==> src/rtl/keypad_pkg.sv <==
// Shared definitions for the keypad event decoder.
// Holds key count, event word layout and a helper that packs an event word.
package keypad_pkg;

    localparam int unsigned KEY_NUM       = 16;
    localparam int unsigned KEY_IDX_W     = 4;
    localparam int unsigned EVT_W         = 5;
    localparam int unsigned EVT_PRESS_BIT = 4;

    typedef logic [KEY_IDX_W-1:0] key_idx_t;
    typedef logic [EVT_W-1:0]     evt_t;

    // Event word: {press, key index}; press = 1 for a press, 0 for a release.
    function automatic evt_t make_evt(input logic press, input key_idx_t idx);
        return {press, idx};
    endfunction

endpackage

==> src/rtl/keypad_evt_fifo.sv <==
// Synchronous FIFO for keypad events.
// Ports:
//   clk, rst         clock, asynchronous active-high reset
//   push, push_data  write request and data; ignored while full
//   full             FIFO holds DEPTH entries
//   pop              read request; ignored while empty
//   pop_data         head entry
//   empty            FIFO holds no entries
//   count            number of stored entries
module keypad_evt_fifo #(
    parameter int unsigned WIDTH = 5,
    parameter int unsigned DEPTH = 8
) (
    input  logic                     clk,
    input  logic                     rst,
    input  logic                     push,
    input  logic [WIDTH-1:0]         push_data,
    output logic                     full,
    input  logic                     pop,
    output logic [WIDTH-1:0]         pop_data,
    output logic                     empty,
    output logic [$clog2(DEPTH):0]   count
);

    localparam int unsigned PTR_W = $clog2(DEPTH);
    localparam int unsigned CNT_W = PTR_W + 1;

    logic [WIDTH-1:0] mem_q [DEPTH];
    logic [PTR_W-1:0] wr_ptr_q, rd_ptr_q;
    logic [CNT_W-1:0] count_q;
    logic             do_push, do_pop;

    assign full     = (count_q == CNT_W'(DEPTH));
    assign empty    = (count_q == '0);
    // Full blocks a push even when a pop happens in the same cycle.
    assign do_push  = push & ~full;
    assign do_pop   = pop & ~empty;
    assign pop_data = mem_q[rd_ptr_q];
    assign count    = count_q;

    // Pointers wrap naturally because DEPTH is a power of two.
    always_ff @(posedge clk or posedge rst) begin
        if (rst) begin
            for (int i = 0; i < int'(DEPTH); i++) begin
                mem_q[i] <= '0;
            end
            wr_ptr_q <= '0;
            rd_ptr_q <= '0;
            count_q  <= '0;
        end else begin
            if (do_push) begin
                mem_q[wr_ptr_q] <= push_data;
                wr_ptr_q        <= wr_ptr_q + PTR_W'(1);
            end
            if (do_pop) begin
                rd_ptr_q <= rd_ptr_q + PTR_W'(1);
            end
            unique case ({do_push, do_pop})
                2'b10:   count_q <= count_q + CNT_W'(1);
                2'b01:   count_q <= count_q - CNT_W'(1);
                default: count_q <= count_q;
            endcase
        end
    end

endmodule

==> src/rtl/keypad_event_decoder.sv <==
// Keypad event decoder: debounces the raw 4x4 scanner bitmap and emits
// press/release events, lowest key index first, through an event FIFO.
// Ports:
//   clk, rst     clock, asynchronous active-high reset
//   key          raw bitmap, active low, asynchronous to clk
//   key_down     debounced key state, active high
//   evt_valid    FIFO non-empty
//   evt_data     head event {press, index}
//   evt_ready    consumer accepts the head event
//   fifo_count   number of stored events
module keypad_event_decoder
    import keypad_pkg::*;
#(
    parameter int unsigned SAMPLE_DIV   = 50000,
    parameter int unsigned DEBOUNCE_CNT = 20,
    parameter int unsigned FIFO_DEPTH   = 8
) (
    input  logic                          clk,
    input  logic                          rst,
    input  logic [KEY_NUM-1:0]            key,
    output logic [KEY_NUM-1:0]            key_down,
    output logic                          evt_valid,
    output logic [EVT_W-1:0]              evt_data,
    input  logic                          evt_ready,
    output logic [$clog2(FIFO_DEPTH):0]   fifo_count
);

    localparam int unsigned TICK_W = $clog2(SAMPLE_DIV);
    localparam int unsigned CNT_W  = (DEBOUNCE_CNT > 1) ? $clog2(DEBOUNCE_CNT) : 1;
    localparam logic [TICK_W-1:0] TICK_MAX = TICK_W'(SAMPLE_DIV - 1);
    localparam logic [CNT_W-1:0]  CNT_MAX  = CNT_W'(DEBOUNCE_CNT - 1);

    logic [TICK_W-1:0]  tick_cnt_q;
    logic               tick;
    logic [KEY_NUM-1:0] key_meta_q, key_sync_q;
    logic [CNT_W-1:0]   db_cnt_q [KEY_NUM];
    logic [KEY_NUM-1:0] stable_q, reported_q;
    logic               found, fifo_full, fifo_empty, push;
    key_idx_t           sel_idx;
    evt_t               push_data;

    assign tick = (tick_cnt_q == TICK_MAX);

    always_ff @(posedge clk or posedge rst) begin
        if (rst) begin
            tick_cnt_q <= '0;
        end else if (tick) begin
            tick_cnt_q <= '0;
        end else begin
            tick_cnt_q <= tick_cnt_q + TICK_W'(1);
        end
    end

    // Two-flop synchroniser; resets to "all released" (active low).
    always_ff @(posedge clk or posedge rst) begin
        if (rst) begin
            key_meta_q <= '1;
            key_sync_q <= '1;
        end else begin
            key_meta_q <= key;
            key_sync_q <= key_meta_q;
        end
    end

    // Per-key debounce: a new level is accepted only after DEBOUNCE_CNT
    // consecutive differing samples; any agreeing sample restarts the count.
    always_ff @(posedge clk or posedge rst) begin
        if (rst) begin
            for (int i = 0; i < int'(KEY_NUM); i++) begin
                db_cnt_q[i] <= '0;
            end
            stable_q <= '1;
        end else if (tick) begin
            for (int i = 0; i < int'(KEY_NUM); i++) begin
                if (key_sync_q[i] == stable_q[i]) begin
                    db_cnt_q[i] <= '0;
                end else if (db_cnt_q[i] == CNT_MAX) begin
                    stable_q[i] <= key_sync_q[i];
                    db_cnt_q[i] <= '0;
                end else begin
                    db_cnt_q[i] <= db_cnt_q[i] + CNT_W'(1);
                end
            end
        end
    end

    assign key_down = ~stable_q;

    // Downward scan so the lowest differing index is the one left selected.
    always_comb begin
        found   = 1'b0;
        sel_idx = '0;
        for (int i = int'(KEY_NUM) - 1; i >= 0; i--) begin
            if (stable_q[i] != reported_q[i]) begin
                found   = 1'b1;
                sel_idx = key_idx_t'(i);
            end
        end
    end

    assign push      = found & ~fifo_full;
    assign push_data = make_evt(~stable_q[sel_idx], sel_idx);

    // reported only follows stable when the event actually enters the FIFO,
    // so a blocked change is retried rather than lost.
    always_ff @(posedge clk or posedge rst) begin
        if (rst) begin
            reported_q <= '1;
        end else if (push) begin
            reported_q[sel_idx] <= stable_q[sel_idx];
        end
    end

    keypad_evt_fifo #(
        .WIDTH (EVT_W),
        .DEPTH (FIFO_DEPTH)
    ) u_fifo (
        .clk       (clk),
        .rst       (rst),
        .push      (push),
        .push_data (push_data),
        .full      (fifo_full),
        .pop       (evt_ready),
        .pop_data  (evt_data),
        .empty     (fifo_empty),
        .count     (fifo_count)
    );

    assign evt_valid = ~fifo_empty;

endmodule

==> config.mk <==
export PLATFORM = sky130hd
export DESIGN_NAME = keypad_event_decoder
export DESIGN_NICKNAME = d
export VERILOG_FILES = /design/src/rtl/keypad_pkg.sv /design/src/rtl/keypad_evt_fifo.sv /design/src/rtl/keypad_event_decoder.sv
export SDC_FILE = /design/constraint.sdc
export NUM_CORES = 1
export LEC_CHECK = 0
export BUFFER_PORTS_ARGS = -buffer_cell sky130_fd_sc_hd__buf_2
export CORE_UTILIZATION = 27
export DETAILED_ROUTE_END_ITERATION = 7
export GPL_TIMING_DRIVEN = 0
export PLACE_DENSITY = 0.38
export SLEW_MARGIN = 5
export SYNTH_ARGS = -nofsm -noshare
export SYNTH_HDL_FRONTEND = slang
export SYNTH_HIERARCHICAL = 1
export SYNTH_SLANG_ARGS = --single-unit
==> constraint.sdc <==
create_clock -name clk -period 7.15 [get_ports clk]
set_input_delay 2.145 -clock clk [delete_from_list [all_inputs] [get_ports clk]]
set_output_delay 2.145 -clock clk [all_outputs]
set_load 0.05 [all_outputs]
==> results of run 1 <==
## worst max-delay path, cell delays in order, from the launching register on
cell,delay (ns)
dfrtp_1,0.41
clkbuf_1,0.57
mux4_2,0.42
mux2_2,0.29
buf_2,0.21
## cell families after synthesis
kind of cell / count (synthesis)
simple gates: 349
flops: 210
compound gates: 154
mux: 90
buf+inv: 64
xor+xnor: 57
fa+ha+maj: 23
## cells in the mapped netlist, drive strengths merged (5+ instances only)
master	instances
mux2	78
nand2	125
nand3b	7
nor2b	6
o31ai	22
nor3	20
or2	5
a21o	6
mux4	12
o21ai	77
ha	22
nor3b	17
inv	33
and3	6
a21oi	14
buf	11
xor2	23
xnor2	34
and2	16
nor2	56
clkbuf	20
nand2b	19
nand3	52
dfrtp	146
dfstp	64
a22o	7
## flip-flops by register name, indices dropped and copies added, names as in the netlist
signal / cells
db_cnt_q: 80
key_sync_q: 16
u_fifo/count: 4
u_fifo/rd_ptr_q: 3
u_fifo/mem_q: 40
stable_q: 16
key_meta_q: 16
u_fifo/wr_ptr_q: 3
tick_cnt_q: 16
reported_q: 16
## layer usage
metal  track usage (%)  vias to the layer above  share of wire, %  wire, µm
li1                  -                     3488                 -         -
met1              20.3                     3463                52     13300
met2              20.2                      108                42     10800
met3              2.08                       38               3.9       997
met4              4.13                        0               2.0       514
met5                 0                        -                 0         0
## per-stage QoR
step           worst slack, ns  cells  TNS, ns  hold WS, ns
6_report                  2.55   1554        0        0.349
3_3_place_gp             -1.79   1502  -170.04        0.347
2_1_floorplan            0.791    947        0        0.345
5_1_grt                   2.42   1554        0        0.357
3_5_place_dp              2.82   1504        0        0.347
4_1_cts                   2.48   1554        0        0.354
## where the power goes
group | leakage, nW | switching (mW) | total (mW) | internal, mW
combinational | 2.20 | 0.195 | 0.302 | 0.107
sequential | 2.68 | 0.0318 | 1.26 | 1.23
clock | 0.416 | 0.539 | 1.34 | 0.796
total | 5.30 | 0.765 | 2.90 | 2.13
## path summary, 6_finish.rpt
path / start / end / slack (ns) / depth (start not counted)
max: u_fifo/rd_ptr_q[1]$_DFFE_PP0P_ / evt_data[2] / 2.55 / 4
min: key_meta_q[10]$_DFF_PP1_ / key_sync_q[10]$_DFF_PP1_ / 0.35 / 0
max reg2reg: stable_q[5]$_DFFE_PP1P_ / u_fifo/count[3]$_DFFE_PP0P_ / 3.14 / 12
min reg2reg: key_meta_q[10]$_DFF_PP1_ / key_sync_q[10]$_DFF_PP1_ / 0.35 / 0
max in group asynchronous: rst / key_meta_q[13]$_DFF_PP1_ / 4.62 / 3
min in group asynchronous: rst / u_fifo/mem_q[27]$_DFFE_PP0P_ / 1.68 / 2
## cell type report
cell class                 instances  area (µm²)
fill                            3903       25600
multi-input combinational        673        4750
tap                              511         639
inverter                          33         136
clock buffer                      42         752
sequential                       210        5340
clock inverter                     8         108
buffer                            31         153
timing repair buffer              46         268
==> impl_metrics.ini, run 1 <==
[cts]
cts_made_buffers = 27
worstSkewPairLatency_ns = 0.57
htree_levels = 1
clk_pin_slew_ns = 0.06
cts_tree = built
post_cts.repair.setup_buffers = 0
clk_path_buf_depth = 3
cts-resized-gates = 0
cts_sinks = 210
cts_hold_buf = 0
root_buffer = clkbuf_16

[yosys]
ys.flop_type = dfrtp_1
synth_top_family_by_area = simple AND/OR/NAND/NOR gates
synth_edf_count = 0
yosysWarningCount = 6
postSynthCellCount = 947
ys_seq_area_share_pct = 51.4
synth_fa_ha_area_share_pct = 2.85
synthMuxAreaShare_pct = 11.9
synth-compound-area-share_pct = 9.35
synthesis.nets = 989
ys_ff_latch = 210
synth_top_area_cell = dfrtp_1
async_reset_ff_share_pct = 100
yosys.cell_types.count = 65
yosys.area_share.simple_pct = 16.8
synth_xor_area_share_pct = 4.89
synth.avg_cell_area_um2 = 11.0
syn_area_mm2 = 0.0104
synth_top_area_share_pct = 35.2
synth_top_cells_by_area = dfrtp_1 (35%), dfstp_2 (16%), mux2_2 (5.9%)

[global_route]
grt_max_degree = 85
grt_remaining_overflow = 0
grt_pass1_vias = 7231
grt_antenna_before_repair = 0
grt_pass1_wl_um = 41600
grt_usage_pct = 13.7

[die]
die_w_um = 198
chipHeight_um = 198
dieArea_mm2 = 0.0392
ioPinCount = 45
core_area_mm2 = 0.0378
initial_core_util_pct = 27.5
row_count = 71

[sta]
fin_worst_skew_ns = 0.0253
fmax_mhz = 218
tightest_slew_ns = 0.810
setup_violations = 0
hold_violations = 0
period_needed_ns = 4.60
slew_headroom_pct = 45.6
fin_crit_sh_pct = 64.3
rsz0062_at_grt = false
drv_slew = 0

[job]
cap_violations = 0

[detailed_routing]
totalWireLength_um = 25600
vias = 7097
firstDrtPassIters = 4
via_per_inst = 4.57
drc = 0
ant_nets = 0
drt_iter0_drc = 351
wl_per_cell_um = 16.5

[critical_path]
arrival_ns = 2.45
critPathKind = reg -> out
start_kind = register
cp.required_ns = 5.01
critical_path.endpoint_type = output port
worst-path-max-fanout = 10

[power]
p_per_area_mw_per_mm2 = 238
vdd_drop_max_mv = 0.176
p_leak_nw = 5.30
finalPower_mw = 2.90

[place]
port_buffers = 44
post_dp_cell_area_mm2 = 0.0113
dp_hpwl_um = 17300
gp_congestion = 0.757

[worst_hold_path]
worstHoldPathType = reg -> reg

[finish]
utilization_pct = 32.2
fin_nets = 1064
diodes = 0
layout_common_cells = dfrtp_1 (146), nand2_1 (125), o21ai_0 (76), dfstp_2 (64), nor2_1 (56)
drive_gt1_share_pct = 25.9
final_common_cell = dfrtp_1
area_growth_pct = 17.1
final_area_mm2 = 0.0121

[run_status]
outcome = finished clean
Power figures use the tool's default switching activity.
==> run 2, diff against run 1 <==
==> constraint.sdc (replaced) <==
create_clock -name clk -period 4.7 [get_ports clk]
set_input_delay 1.41 -clock clk [delete_from_list [all_inputs] [get_ports clk]]
set_output_delay 1.41 -clock clk [all_outputs]
set_load 0.05 [all_outputs]
==> run 2 against run 1 <==
Clock power grew 44%. Combinational power grew 53%. Total power grew 49%. Critical endpoint is now u_fifo/count[3]$_DFFE_PP0P_.
==> impl_metrics.ini, run 2 (synthesis results as in run 1) <==
[detailed_routing]
totalWireLength_um = 26000
firstDrtPassIters = 4
wl_per_cell_um = 16.7
vias = 7012
ant_nets = 0
via_per_inst = 4.50
drt_iter0_drc = 296
drc = 0

[finish]
final_cells = 1557
ff_latch_area_mm2 = 0.00534
utilization_pct = 32.2
diodes = 0
fill_cells = 3827
layout_common_cells = dfrtp_1 (146), nand2_1 (125), o21ai_0 (76), dfstp_2 (64), nor2_1 (56)
drive_gt1_share_pct = 26.4
multi_input_area_mm2 = 0.00475
fin_nets = 1068
reg_top3 = db_cnt_q: 80 flops, u_fifo/mem_q: 40 flops
final_common_cell = dfrtp_1
area_growth_pct = 17.4
regMostFlops = db_cnt_q
largest_reg_flops = 80

[place]
gp_congestion = 0.744
placed_cells = 1508
port_buffers = 44
dp_slack_ns = 0.683
dp_hpwl_um = 17900

[cts]
cts-resized-gates = 0
cts_sinks = 210
clk_path_buf_depth = 3
clk_pin_slew_ns = 0.06
htree_levels = 1
cts_made_buffers = 27
worstSkewPairLatency_ns = 0.54
cts_tree = built
root_buffer = clkbuf_16
post_cts.repair.setup_buffers = 0
cts_hold_buf = 0

[critical_path]
cpPeakStageDelay_ns = 0.64
critPathTopFamily = simple AND/OR/NAND/NOR gates
cp_cell_sequence = clkbuf_1, xor2_1, nor4_1, nand2_1, inv_1, a21oi_1, nand2_1, ha_1, ha_1, or4b_2, o311ai_0, o211ai_1
critical_path.endpoint_type = register
critPathKind = reg -> reg
worst-r2r-setup-slack_ns = 0.73
start_kind = register
cp.required_ns = 5.11
crit_cells = 12
ff2ff_path_depth = 12
setup.worst_path.start = stable_q[5]$_DFFE_PP1P_
regToRegEndpoint = u_fifo/count[3]$_DFFE_PP0P_
crit_slowest_cell = or4b_2
worst-path-max-fanout = 9
critical_path_buf_inv_count = 2
endpoint = u_fifo/count[3]$_DFFE_PP0P_
r2r_start = stable_q[5]$_DFFE_PP1P_
arrival_ns = 4.38

[run_status]
outcome = finished clean

[sta]
fmax_mhz = 252
tightest_slew_ns = 0.966
rsz0062_at_grt = false
finalWorstSetupSlack_ns = 0.731
hold_violations = 0
slew_headroom_pct = 35.1
period_needed_ns = 3.97
drv_slew = 0
fin_crit_sh_pct = 84.5
setup_tns_ns = 0
setup_violations = 0
fin_worst_skew_ns = 0.0102

[global_route]
grt_usage_pct = 13.9
grt_pass1_wl_um = 41900
grt_antenna_before_repair = 0
grt_remaining_overflow = 0
grt_pass1_vias = 7102
grt_max_degree = 36

[die]
die_w_um = 198
initial_core_util_pct = 27.5
chipHeight_um = 198
core_area_mm2 = 0.0378
ioPinCount = 45
row_count = 71
dieArea_mm2 = 0.0392

[power]
power_frac_seq_pct = 44.4
p_per_area_mw_per_mm2 = 354
vdd_drop_max_mv = 0.225
p_sw_mw = 1.14
p_clk_share_pct = 44.9
p_leak_nw = 5.31
p_int_mw = 3.17
swShare_pct = 26.5
p_comb_share_pct = 10.7

[worst_hold_path]
worstHoldPathType = reg -> reg

[job]
cap_violations = 0
[run 2: cell types whose count changed in the layout (fill, tap and decap cells not counted), sizes merged]
cell	previous run	this run
buf	57	61
clkinv	4	7
bufinv	2	0
inv	34	32
clkbuf	62	61
clkinvlp	1	2
[run 2: cell type report]
type	count	share of cell area, %
inverter	33	1.09
clock inverter	8	0.339
clock buffer	41	6.39
tap	511	5.25
multi-input combinational	673	39.0
buffer	31	1.25
sequential	210	43.8
timing repair buffer	50	2.80
[run 2: power by group through the flow]
stage               sequential [mW]  clock [mW]  combinational [mW]
finish                         1.92        1.93               0.462
global placement               1.95           0               0.460
global route                   1.92        2.11               0.516
CTS                            1.92        2.03               0.476
floorplan                      1.99           0               0.293
detailed placement             1.95           0               0.476
[run 2: how the worst min path moves through the flow]
stage / startpoint / to / cells after the start
floorplan: key_meta_q[0]$_DFF_PP1_ / key_sync_q[0]$_DFF_PP1_ / 0
global placement: key_meta_q[8]$_DFF_PP1_ / key_sync_q[8]$_DFF_PP1_ / 0
detailed placement: key_meta_q[14]$_DFF_PP1_ / key_sync_q[14]$_DFF_PP1_ / 0
CTS: key_meta_q[8]$_DFF_PP1_ / key_sync_q[8]$_DFF_PP1_ / 0
global route: key_meta_q[8]$_DFF_PP1_ / key_sync_q[8]$_DFF_PP1_ / 0
finish: key_meta_q[8]$_DFF_PP1_ / key_sync_q[8]$_DFF_PP1_ / 0
[run 2: metal layers]
layer	wire length, µm	global-route usage, %	up-vias
li1	-	-	3487
met1	13400	20.4	3403
met2	11200	20.8	86
met3	929	2.50	36
met4	487	3.30	0
met5	0	0	-
[run 2: worst reg2reg max path: stages, from the launching register on]
cell and delay, ns:
dfstp_2 0.51, clkbuf_1 0.33, xor2_1 0.14, nor4_1 0.63, nand2_1 0.22, inv_1 0.12
a21oi_1 0.14, nand2_1 0.16, ha_1 0.35, ha_1 0.35, or4b_2 0.64, o311ai_0 0.14
o211ai_1 0.12
[run 2: stage by stage]
| stage | instance area [µm²] | total power [mW] | hold slack [ns] |
|---|---|---|---|
| after floorplan | 10400 | 2.28 | 0.345 |
| after global placement | 11200 | 2.41 | 0.346 |
| after detailed placement | 11400 | 2.42 | 0.348 |
| after CTS | 12200 | 4.43 | 0.356 |
| after global routing | 12200 | 4.55 | 0.357 |
| final | 12200 | 4.31 | 0.355 |
==> run 3, diff against run 2 <==
--- a/config.mk
+++ b/config.mk
@@ -5,6 +5,7 @@
 export SDC_FILE = /design/constraint.sdc
 export NUM_CORES = 1
 export LEC_CHECK = 0
+export ABC_AREA = 1
 export BUFFER_PORTS_ARGS = -buffer_cell sky130_fd_sc_hd__buf_2
 export CORE_UTILIZATION = 27
 export DETAILED_ROUTE_END_ITERATION = 7
==> constraint.sdc (replaced) <==
create_clock -name clk -period 3.7 [get_ports clk]
set_input_delay 1.11 -clock clk [delete_from_list [all_inputs] [get_ports clk]]
set_output_delay 1.11 -clock clk [all_outputs]
set_load 0.05 [all_outputs]
==> run 3 against run 2 <==
Core utilization rose by 0.49 points. Fmax rose by 16%. Largest power group unchanged. Critical path type unchanged. Routed wire length rose by 13%. Area after synthesis rose by 3.7%. Sequential power rose by 27%. Total power rose by 49%. Clock power rose by 49%. Clock-buffer cell count rose by 3. Cell area rose by 4.7%. Die area rose by 3.6%. Final cell count rose by 25%. Non-clock buffer count rose by 9.
==> impl_metrics.ini, run 3 <==
[run_status]
outcome = finished clean

[sta]
period_needed_ns = 3.42
hold_violations = 0
setup_violations = 0
fin_crit_sh_pct = 92.5
tightest_slew_ns = 0.823
slew_headroom_pct = 45.1
rsz0062_at_grt = false
fin_worst_skew_ns = 0.0142
drv_slew = 0
fmax_mhz = 292
timing.hold.ws_ns = 0.354
finalWorstSetupSlack_ns = 0.276
setup_tns_ns = 0

[detailed_routing]
wl_per_cell_um = 15.1
via_per_inst = 4.45
drc = 0
ant_nets = 0
firstDrtPassIters = 5
drt_iter0_drc = 449
totalWireLength_um = 29400
vias = 8652

[yosys]
synth_top_area_cell = dfrtp_1
synth_most_common_cell = nand2_1
syn_area_mm2 = 0.0108
ys_seq_area_share_pct = 49.6
postSynthCellCount = 1326
synth_top_cells_by_area = dfrtp_1 (34%), dfstp_2 (16%), nand2_1 (13%)
synthesis.nets = 1368
ys.flop_type = dfrtp_1
yosysWarningCount = 6
synth.avg_cell_area_um2 = 8.11
ys_ff_latch = 210
synth_top_area_share_pct = 34.0
synth_edf_count = 0
async_reset_ff_share_pct = 100
synth_common_cells = nand2_1 (385), inv_1 (176), dfrtp_1 (146)
yosys.cell_types.count = 39

[die]
row_count = 72
core_area_mm2 = 0.0389
ioPinCount = 45
chipHeight_um = 202
dieArea_mm2 = 0.0406
die_w_um = 202
initial_core_util_pct = 27.6

[power]
swShare_pct = 29.9
p_per_area_mw_per_mm2 = 506
p_leak_nw = 6.07
power_frac_seq_pct = 37.7
p_comb_share_pct = 17.7
vdd_drop_max_mv = 0.346
p_clk_share_pct = 44.6
p_int_mw = 4.51
p_sw_mw = 1.93
finalPower_mw = 6.44

[global_route]
grt_max_degree = 39
grt_usage_pct = 15.0
grt_pass1_wl_um = 48500
grt_remaining_overflow = 0
grt_antenna_before_repair = 0
grt_pass1_vias = 8801

[worst_hold_path]
min_from = key_meta_q[8]$_DFF_PP1_
worstHoldPathType = reg -> reg
hold_path_depth = 0
whs_endpoint = key_sync_q[8]$_DFF_PP1_

[critical_path]
start_kind = register
cp.required_ns = 4.15
worst-path-max-fanout = 10
critical_path.endpoint_type = register
ff2ff_path_depth = 16
arrival_ns = 3.87
critPathKind = reg -> reg
r2r_start = stable_q[1]$_DFFE_PP1P_
worst-r2r-setup-slack_ns = 0.28
regToRegEndpoint = u_fifo/count[3]$_DFFE_PP0P_

[cts]
worstSkewPairLatency_ns = 0.55
cts_sinks = 210
htree_levels = 1
cts_tree = built
clk_pin_slew_ns = 0.06
root_buffer = clkbuf_16
cts_made_buffers = 28
cts_hold_buf = 0
clk_path_buf_depth = 3

[finish]
area_growth_pct = 18.5
final_common_cell = nand2_1
regMostFlops = db_cnt_q
layout_common_cells = nand2_1 (384), inv_1 (174), dfrtp_1 (146), nor2_1 (109), o21ai_0 (75)
fin_nets = 1447
largest_reg_flops = 80
drive_gt1_share_pct = 14.8
diodes = 0
final_area_mm2 = 0.0127
reg_top3 = db_cnt_q: 80 flops, u_fifo/mem_q: 40 flops

[place]
post_dp_cell_area_mm2 = 0.0117
dp_slack_ns = -0.0730
port_buffers = 44
dp_hpwl_um = 21000
gp_congestion = 0.780

[job]
cap_violations = 0
==> run 3: critical path, stage by stage (launching register included) <==
cell and delay (ns):
dfstp_2 0.64, xnor2_1 0.24, nand2_1 0.11, nor2_1 0.15, nand2_1 0.15, o21ai_4 0.28
inv_1 0.12, clkbuf_2 0.16, clkbuf_4 0.24, nand2_2 0.19, ha_1 0.25, ha_1 0.27
or2_2 0.29, nand2_1 0.07, nand2_1 0.04, nand3_1 0.06, nand2_1 0.05
==> run 3: final cells by class <==
cell class,count,area (µm²)
fillers,4129,26200
flip-flops and latches,210,5340
multi-input cells,894,4560
clock buffers,44,882
inverters,181,683
well taps,518,648
repair buffers,49,320
plain buffers,41,196
clock inverters,8,118
==> run 3: per-layer routing <==
metal  GRT usage, %  share of wire [%]  vias up
met5              0                  0        -
met4           3.52                2.0        0
met3           2.17                2.9       43
met2           24.0                 45       92
met1           21.1                 51     4106
li1               -                  -     4411
==> run 3: worst max-delay path by stage <==
stage / start / endpoint / slack, ns / cells past startpoint
after global routing: stable_q[1]$_DFFE_PP1P_ / u_fifo/count[3]$_DFFE_PP0P_ / 0.08 / 16
after floorplan: u_fifo/count[0]$_DFFE_PP0P_ / u_fifo/count[3]$_DFFE_PP0P_ / 0.50 / 17
after detailed placement: stable_q[1]$_DFFE_PP1P_ / u_fifo/count[3]$_DFFE_PP0P_ / -0.07 / 16
after global placement: rst / db_cnt_q[30]$_DFFE_PP0N_ / -0.80 / 2
after CTS: stable_q[1]$_DFFE_PP1P_ / u_fifo/count[3]$_DFFE_PP0P_ / 0.1 / 16
final: stable_q[1]$_DFFE_PP1P_ / u_fifo/count[3]$_DFFE_PP0P_ / 0.28 / 16
==> run 3: through the flow <==
step,cells,utilization (%)
final,1945,32.7
after global routing,1945,32.7
after CTS,1945,32.7
after detailed placement,1893,30.1
after global placement,1888,29.9
after floorplan,1326,-
==> run 3: logic make-up after synthesis <==
| kind of cell | share of synthesized area, % |
|---|---|
| xor gates and xnor gates | 4.72 |
| adders and majority gates | 2.75 |
| buffers and inverters | 8.12 |
| AOI/OAI and AO/OA | 7.77 |
| and+or+nand+nor | 27.0 |
| DFF | 49.6 |
==> run 3: timing repair <==
item,CTS,global route
hold endpoints to repair,0,0
setup buffers,0,0
pin swaps,0,0
endpoints found under the setup margin,2,2
cloned,0,0
gates resized for setup,1,3
==> run 3: power by group through the flow <==
stage | clock network (mW) | registers (mW) | logic (mW)
after floorplan | 0 | 2.52 | 0.770
after global placement | 0 | 2.47 | 1.14
after detailed placement | 0 | 2.46 | 1.15
after CTS | 2.98 | 2.43 | 1.15
after global routing | 3.07 | 2.43 | 1.27
final | 2.87 | 2.43 | 1.14
